`src/rtl/iq_unpack.sv`:
```
// iq_unpack
// Pulls interleaved raw IQ bytes from an upstream FWFT FIFO and writes
// sign-extended, fixed-point-scaled I and Q words to separate I and Q FIFOs.
//
// Parameters:
//   DATA_WIDTH   - width of I/Q output words
//   SAMPLE_BYTES - bytes per component (1 or 2)
//   QUANT_BITS   - left shift applied after sign extension
//   NUM_CH       - number of interleaved channels (>= 1)
//   CH_WIDTH     - width of the channel tag
//
// Ports:
//   clock, reset          - system clock, asynchronous active-low reset
//   in_dout/in_empty      - upstream FIFO data and empty flag
//   in_rd_en              - upstream FIFO pop
//   offset_binary         - components are unsigned offset-binary
//   swap_iq               - first component in the stream is Q
//   I_din/I_wr_en/I_full  - I FIFO write side
//   Q_din/Q_wr_en/Q_full  - Q FIFO write side
//   ch_out                - channel index of the pair currently presented
//   sample_count          - IQ pairs written since reset
module iq_unpack #(
   parameter int DATA_WIDTH   = 32,
   parameter int SAMPLE_BYTES = 2,
   parameter int QUANT_BITS   = 10,
   parameter int NUM_CH       = 1,
   parameter int CH_WIDTH     = (NUM_CH > 1) ? $clog2(NUM_CH) : 1
) (
   input  logic                  clock,
   input  logic                  reset,
   input  logic [7:0]            in_dout,
   input  logic                  in_empty,
   output logic                  in_rd_en,
   input  logic                  offset_binary,
   input  logic                  swap_iq,
   output logic [DATA_WIDTH-1:0] I_din,
   output logic                  I_wr_en,
   input  logic                  I_full,
   output logic [DATA_WIDTH-1:0] Q_din,
   output logic                  Q_wr_en,
   input  logic                  Q_full,
   output logic [CH_WIDTH-1:0]   ch_out,
   output logic [31:0]           sample_count
);

   localparam int         NB     = 2 * SAMPLE_BYTES;   // bytes per IQ pair
   localparam int         SW     = 8 * SAMPLE_BYTES;   // bits per component
   localparam logic [1:0] K_LAST = 2'(NB - 1);

   localparam logic [0:0] COLLECT = 1'b0;
   localparam logic [0:0] WRITE   = 1'b1;

   logic [0:0]            state;
   logic [1:0]            k;
   logic [8*(NB-1)-1:0]   sample_q;   // all bytes except the last one
   logic                  ob_q;
   logic                  sw_q;
   logic                  pop;
   logic                  wr;
   logic [8*NB-1:0]       full_sample;
   logic [SW-1:0]         raw_a;
   logic [SW-1:0]         raw_b;
   logic [DATA_WIDTH-1:0] conv_a;
   logic [DATA_WIDTH-1:0] conv_b;

   function automatic logic [DATA_WIDTH-1:0] convert(input logic [SW-1:0] r,
                                                     input logic           ob);
      logic [SW-1:0]                v;
      logic signed [DATA_WIDTH-1:0] ext;
      v         = r;
      v[SW-1]   = r[SW-1] ^ ob;
      ext       = DATA_WIDTH'($signed(v));
      return ext << QUANT_BITS;
   endfunction

   always_comb begin
      // Gated with reset so the pop is held low while reset is asserted.
      pop         = reset & (state == COLLECT) & ~in_empty;
      wr          = (state == WRITE) & ~I_full & ~Q_full;
      // The final byte is converted straight off the FIFO output so the
      // holding registers load on the same edge it is popped.
      full_sample = {in_dout, sample_q};
      raw_a       = full_sample[SW-1:0];
      raw_b       = full_sample[2*SW-1:SW];
      conv_a      = convert(raw_a, ob_q);
      conv_b      = convert(raw_b, ob_q);
   end

   assign in_rd_en = pop;
   assign I_wr_en  = wr;
   assign Q_wr_en  = wr;

   always_ff @(posedge clock or negedge reset) begin
      if (!reset) begin
         state        <= COLLECT;
         k            <= '0;
         sample_q     <= '0;
         ob_q         <= 1'b0;
         sw_q         <= 1'b0;
         I_din        <= '0;
         Q_din        <= '0;
         ch_out       <= '0;
         sample_count <= '0;
      end else if (state == COLLECT) begin
         if (pop) begin
            // Byte 0 is never the last byte, so the mode latched here is
            // already visible when the final byte is converted.
            if (k == 2'd0) begin
               ob_q <= offset_binary;
               sw_q <= swap_iq;
            end
            if (k == K_LAST) begin
               k     <= '0;
               state <= WRITE;
               I_din <= sw_q ? conv_b : conv_a;
               Q_din <= sw_q ? conv_a : conv_b;
            end else begin
               sample_q[int'(k)*8 +: 8] <= in_dout;
               k                        <= k + 2'd1;
            end
         end
      end else begin
         if (wr) begin
            state        <= COLLECT;
            sample_count <= sample_count + 32'd1;
            if (ch_out == CH_WIDTH'(NUM_CH - 1))
               ch_out <= '0;
            else
               ch_out <= ch_out + CH_WIDTH'(1);
         end
      end
   end

endmodule

```
`config.mk`:
```
export PLATFORM = sky130hd
export DESIGN_NAME = iq_unpack
export DESIGN_NICKNAME = d
export VERILOG_FILES = /design/src/rtl/iq_unpack.sv
export SDC_FILE = /design/constraint.sdc
export NUM_CORES = 1
export LEC_CHECK = 0
export CAP_MARGIN = 20
export CORE_MARGIN = 1
export CORE_UTILIZATION = 24
export CTS_BUF_LIST = sky130_fd_sc_hd__clkbuf_8
export CTS_CLUSTER_DIAMETER = 60
export DETAILED_ROUTE_END_ITERATION = 10
export DONT_BUFFER_PORTS = 1
export SKIP_LAST_GASP = 1
export SLEW_MARGIN = 20
export SYNTH_ARGS = -nofsm -noshare
export SYNTH_HDL_FRONTEND = slang
export SYNTH_SLANG_ARGS = --single-unit
```
`constraint.sdc`:
```
create_clock -name clock -period 4.25 [get_ports clock]
set_input_delay 0.425 -clock clock [delete_from_list [all_inputs] [get_ports clock]]
set_output_delay 0.425 -clock clock [all_outputs]
set_load 0.01 [all_outputs]
```
After elaboration in Yosys (flattened, before gate mapping)
Cells that the tools add are included.
- add/subtract/negate cells: 4
- multipliers: 0
- divide/modulo/power cells: 0
- magnitude comparators: 0
- equality and inequality tests: 1
- shift-type cells: 2
- muxes and demuxes: 9
- bitwise gates (word level): 11
- reduce and logical (&&, ||, !) cells: 6
- operators with widths (kind ; count):
    2-to-1 mux 32 bit ; 2
    negation 5 -> 33 bit ; 1
    variable shift 8 x 33 -> 24 bit (first input constant) ; 1
    variable part select 8 x 33 -> 24 bit ; 1
    adder 32 x 1 -> 32 bit (second input constant) ; 1
    bitwise mux 24 bit ; 1
    AND reduction 3 bit ; 3
    2-to-1 mux 1 bit ; 5
    NOT 1 bit ; 5
    bitwise AND 1 bit ; 4
    AND reduction 2 bit ; 2
    adder 2 x 1 -> 2 bit (second input constant) ; 1
    equality test 2 bit (second input constant) ; 1
    logical NOT 2 bit ; 1
    2-to-1 mux 2 bit ; 1
    bitwise XOR 1 bit ; 2
    adder 1 bit (second input constant) ; 1
- register bits after elaboration: 126
- bits in latches: 0
- bits in writable memories: 0
- memory bits (read-only): 0
- bits of input ports: 15
- output and inout port bits: 100
- word-level logic and storage cells: 42
- memories kept: 0

Longest topological paths before layout
- depth in word-level cells: 5
- gate-level depth with buffers: 7

Worst setup path before layout
No wires, ideal clock.
- path kind: flip-flop to flip-flop
- start: register k[0]
- end: register sample_q[16]
- setup time: 83 ps
- data arrival time: 1760 ps
- required time: 4167 ps
- slack: 2407 ps
- cell stages (with the launch flop): 6
- buffers on the path: 0
- period minus slack after synthesis: 1843 ps
- path through: dfrtp_1 > inv_1 > ha_1 > nor4b_1 > nand3_1 > o21ai_0
- longest elaborated chain between the ends: 3
- elaborated cells between the ends (all ways): 7
- RTL lines (what ; RTL line ; source):
    start, declared ; 54 ; logic [1:0] k;
    start signal, assigned ; 119 ; k <= k + 2'd1;
    negation 5 -> 33 bit or equality test 2 bit (tied branches) ; 118, 112 ;
    variable part select 8 x 33 -> 24 bit, or another cell as far along ; 118 ; sample_q[int'(k)*8 +: 8] <= in_dout;
    bitwise mux 24 bit or AND reduction 3 bit (tied branches) ; -- ;
    end signal, assigned by index ; 118 ;
    end, declared ; 55 ; logic [8*(NB-1)-1:0] sample_q;
Several ways; a longest one is shown, not always the timed one.
A chain may end at the register's enable or synchronous reset.

Final worst setup path
- start: register state
- end: register Q_din[11]
- longest elaborated chain between the ends: 4
- RTL lines (what ; RTL line ; source):
    start, declared ; 53 ; logic [0:0] state;
    start signal, assigned ; 95 ; state <= COLLECT;
    start signal, assigned ; 114 ; state <= WRITE;
    start signal, assigned ; 124 ; state <= COLLECT;
    NOT 1 bit (no line) ; -- ;
    bitwise AND 1 bit (2 in a row) ; 78 ; pop = reset & (state == COLLECT) & ~in_empty;
    named net in_rd_en ; 33 ; output logic in_rd_en,
    AND reduction 3 bit (no line) ; -- ;
    end signal, assigned ; 116 ; Q_din <= sw_q ? conv_a : conv_b;
    end, declared ; 39 ; output logic [DATA_WIDTH-1:0] Q_din,
The timed path passes the listed nets, and every way through them passes these cells.

==> run summary <==
Max FO, Critical Path: 65
Area growth from synthesis to final layout: 6.06%
DRC marker count from the first detailed-route iteration: 129
Gr ovfl total: 0
Crit path time final: 2300 ps
Number of antenna violations at the first check in global routing: 2
Areal power density over the cells: 584 nW/µm²
Post-synth top cells: sky130_fd_sc_hd__dfrtp_1 (93), sky130_fd_sc_hd__o21ai_0 (58), sky130_fd_sc_hd__nand2_1 (49), sky130_fd_sc_hd__buf_4 (34), sky130_fd_sc_hd__nand3_1 (33)
Transition time at the pin with the least slew margin: 948 ps
Worst hold margin: 203 ps
VDD IR-drop max: 0.173 mV
Number of unique standard cell types used by synthesis: 30
Synthesized-area fraction occupied by ao, oa, aoi and oai cells: 6.42%
Proportion of synthesized flip-flops having asynchronous set or reset: 100%
Min-Delay Path Class: primary input to register
I/O pin count: 115
Most common flop cell mapped by yosys: sky130_fd_sc_hd__dfrtp_1
Worst setup path category: register to register
Share of the synthesized netlist area taken by xor and xnor gates: 6.39%
Inst Count DP: 639
Count of clock tree sinks: 93
Count of antenna-violating nets left after detailed routing: 0
Root buffer selected by CTS: sky130_fd_sc_hd__clkbuf_8
RSZ-0062 raised after global routing: false
Horiz. Die Dim: 139 µm
Top cells by area, synth: sky130_fd_sc_hd__dfrtp_1 (51%), sky130_fd_sc_hd__mux2i_1 (7.1%), sky130_fd_sc_hd__o21ai_0 (6.4%)
Detailed placer's ending HPWL: 7.20 mm
Count of final max-slew check failures: 0
Synth top area share: 51.4%
First-pass iteration count of the detailed router: 4
Count of warnings emitted by yosys: 0
Clock buffer count from CTS: 9
Min-delay src: in_dout[2]
Reported leakage power: 2.17 nW
Post-CTS Setup Repair Bufs: 0
Combined area of all synthesized cells: 4520 µm²
Critical Path Source Type: register
Critical Path RT: 4450 ps
Mean number of vias per cell: 4.46
Layout fillers: 1845
Share of cell area taken by muxes after synthesis: 7.58%
EDFF count, synth: 0
Worst Setup SP: state$_DFF_PN0_
Final Wtd Congestion: 0.811
Share of final-layout standard cells stronger than drive strength 1: 6.54%
Post-detailed-route DRC marker count: 0
Number of standard cells after synthesis: 442
IO Port Bufs: 0
Share of the cycle needed by the critical path after routing: 54.0%
Setup tns final: 0 ps
Total core area: 18200 µm²
Post-synthesis adder-cell area fraction: 1.66%
Seq/Total Area, Yosys: 51.4%
Clock latency of the later-clocked register in the worst-skew pair: 360 ps
Run status: finished clean
Max-Slew Margin vs Limit: 36.6%
Global-route wire length before repair: 16.5 mm
Cell taking the most area after synthesis: sky130_fd_sc_hd__dfrtp_1
Clock tree from TritonCTS: built
Synth Area per Inst: 10.2 µm²
Final hold violations: 0
Clock transition at the register clock pins on the worst setup and hold paths after CTS: 90 ps
Endpoint kind of the worst setup timing path: register
Vias post-DR: 2933
Combinational family with the most area after synthesis: simple AND/OR/NAND/NOR gates
Most frequent cell after synthesis: sky130_fd_sc_hd__dfrtp_1
Total length of routed wires: 10.1 mm
Final worst clock skew: 8.83 ps
Die height: 139 µm
Global-route usage over all layers: 11.0%
Number of nets in the layout: 444
Average routed wire per standard cell: 15.4 µm
R2R Path Start: state$_DFF_PN0_
Synthesis-stage register bit count: 93
Initial Util: 24.8%
Number of maximum-capacitance constraint violations: 0
Post-synthesis simple-gate area fraction: 16.2%
Site Rows: 49
Length in cells of the worst reg-to-reg path: 5
Buffer depth of the longest clock path: 2
Number of setup violations in the final report: 0
Number of standard cells in the layout, taps in and fillers out: 658
Number of cells on the worst hold path: 2
Htree depth: 3
Maximum number of pins on one net before global-route repair: 94
Highest achievable clock rate: 436 MHz
Via count of the first global-routing pass: 2970
Critical Path AT: 2500 ps
Die outline area: 19400 µm²
## routing by layer
metal  up-vias  part of all wire (%)  GRT usage (%)  wire [µm]
met1      1440                    43           12.8       4310
met3        14                   6.5           3.75        658
li1       1398                     -              -          -
met2        79                    49           18.1       4930
met4         2                   1.9           4.97        196
met5         -                  0.13              0         13
## cells in the final DEF (no fill, tap or decap), types with 11 or more instances in the layout
cell and n:
sky130_fd_sc_hd__conb_1 21, sky130_fd_sc_hd__nand4_1 16, sky130_fd_sc_hd__nand3_1 33, sky130_fd_sc_hd__mux2i_1 32, sky130_fd_sc_hd__nand2_1 48, sky130_fd_sc_hd__clkbuf_8 11, sky130_fd_sc_hd__dfrtp_1 92, sky130_fd_sc_hd__inv_1 29
sky130_fd_sc_hd__xnor2_1 25, sky130_fd_sc_hd__o21ai_0 58
## power breakdown
part	internal, mW	total [mW]	leakage [nW]	switching, mW
sequential	1.15	1.60	1.23	0.449
combinational	0.284	0.587	0.837	0.303
clock	0.304	0.615	0.102	0.311
## cell type report
cell class / instances / area, µm² / share of cell area [%]
diodes: 1 / 2.50 / 0.0522
clock buffers: 11 / 151 / 3.16
flip-flops and latches: 93 / 2330 / 48.5
inverters: 29 / 109 / 2.27
well taps: 229 / 287 / 5.97
repair buffers: 4 / 52.6 / 1.10
clock inverters: 5 / 58.8 / 1.23
multi-input cells: 286 / 1810 / 37.7
## cell families after synthesis
logic type | Yosys count
AOI/OAI and AO/OA | 58
xor gates and xnor gates | 33
adders and majority gates | 6
buffers and inverters | 83
DFF | 93
muxes | 34
other | 1
and+or+nand+nor | 134
## sequential cells by signal, indices dropped and copies added, names as in the netlist
| signal | cells |
|---|---|
| Q_din | 16 |
| sample_q | 24 |
| k | 2 |
| sample_count | 32 |
| state | 1 |
| sw_q | 1 |
| I_din | 16 |
| ob_q | 1 |
## through the flow
step | area [µm²] | util (%) | setup slack, ps | power (mW)
floorplan | 4600 | - | 2410 | 2.06
detailed placement | 4550 | 25.0 | 1930 | 2.20
global placement | 4550 | 25.0 | 2020 | 2.16
global route | 4800 | 26.3 | 1670 | 3.01
finish | 4800 | 26.4 | 1950 | 2.80
CTS | 4800 | 26.3 | 1930 | 2.84
## worst max-delay path, stage by stage (launching register included)
cell	delay [ps]
sky130_fd_sc_hd__dfrtp_1	420
sky130_fd_sc_hd__or3b_1	490
sky130_fd_sc_hd__inv_1	250
sky130_fd_sc_hd__nand2_2	590
sky130_fd_sc_hd__nand2_1	280
sky130_fd_sc_hd__o21ai_0	120
## worst paths after layout
check                                               end  slack, ps
max reg2reg                       Q_din[11]$_DFFE_PN0P_       1950
min in group asynchronous         Q_din[10]$_DFFE_PN0P_        600
min                             sample_q[2]$_DFFE_PN0P_        200
max                               Q_din[11]$_DFFE_PN0P_       1950
min reg2reg                sample_count[16]$_DFFE_PN0P_        560
max in group asynchronous              sw_q$_DFFE_PN0P_       3230
## timing repair
item	4_1_cts	5_1_grt
resized for setup	0	0
hold endpoints to repair	93	0
hold buffers	2	0
No activity file was read; power rests on OpenSTA's default activity.
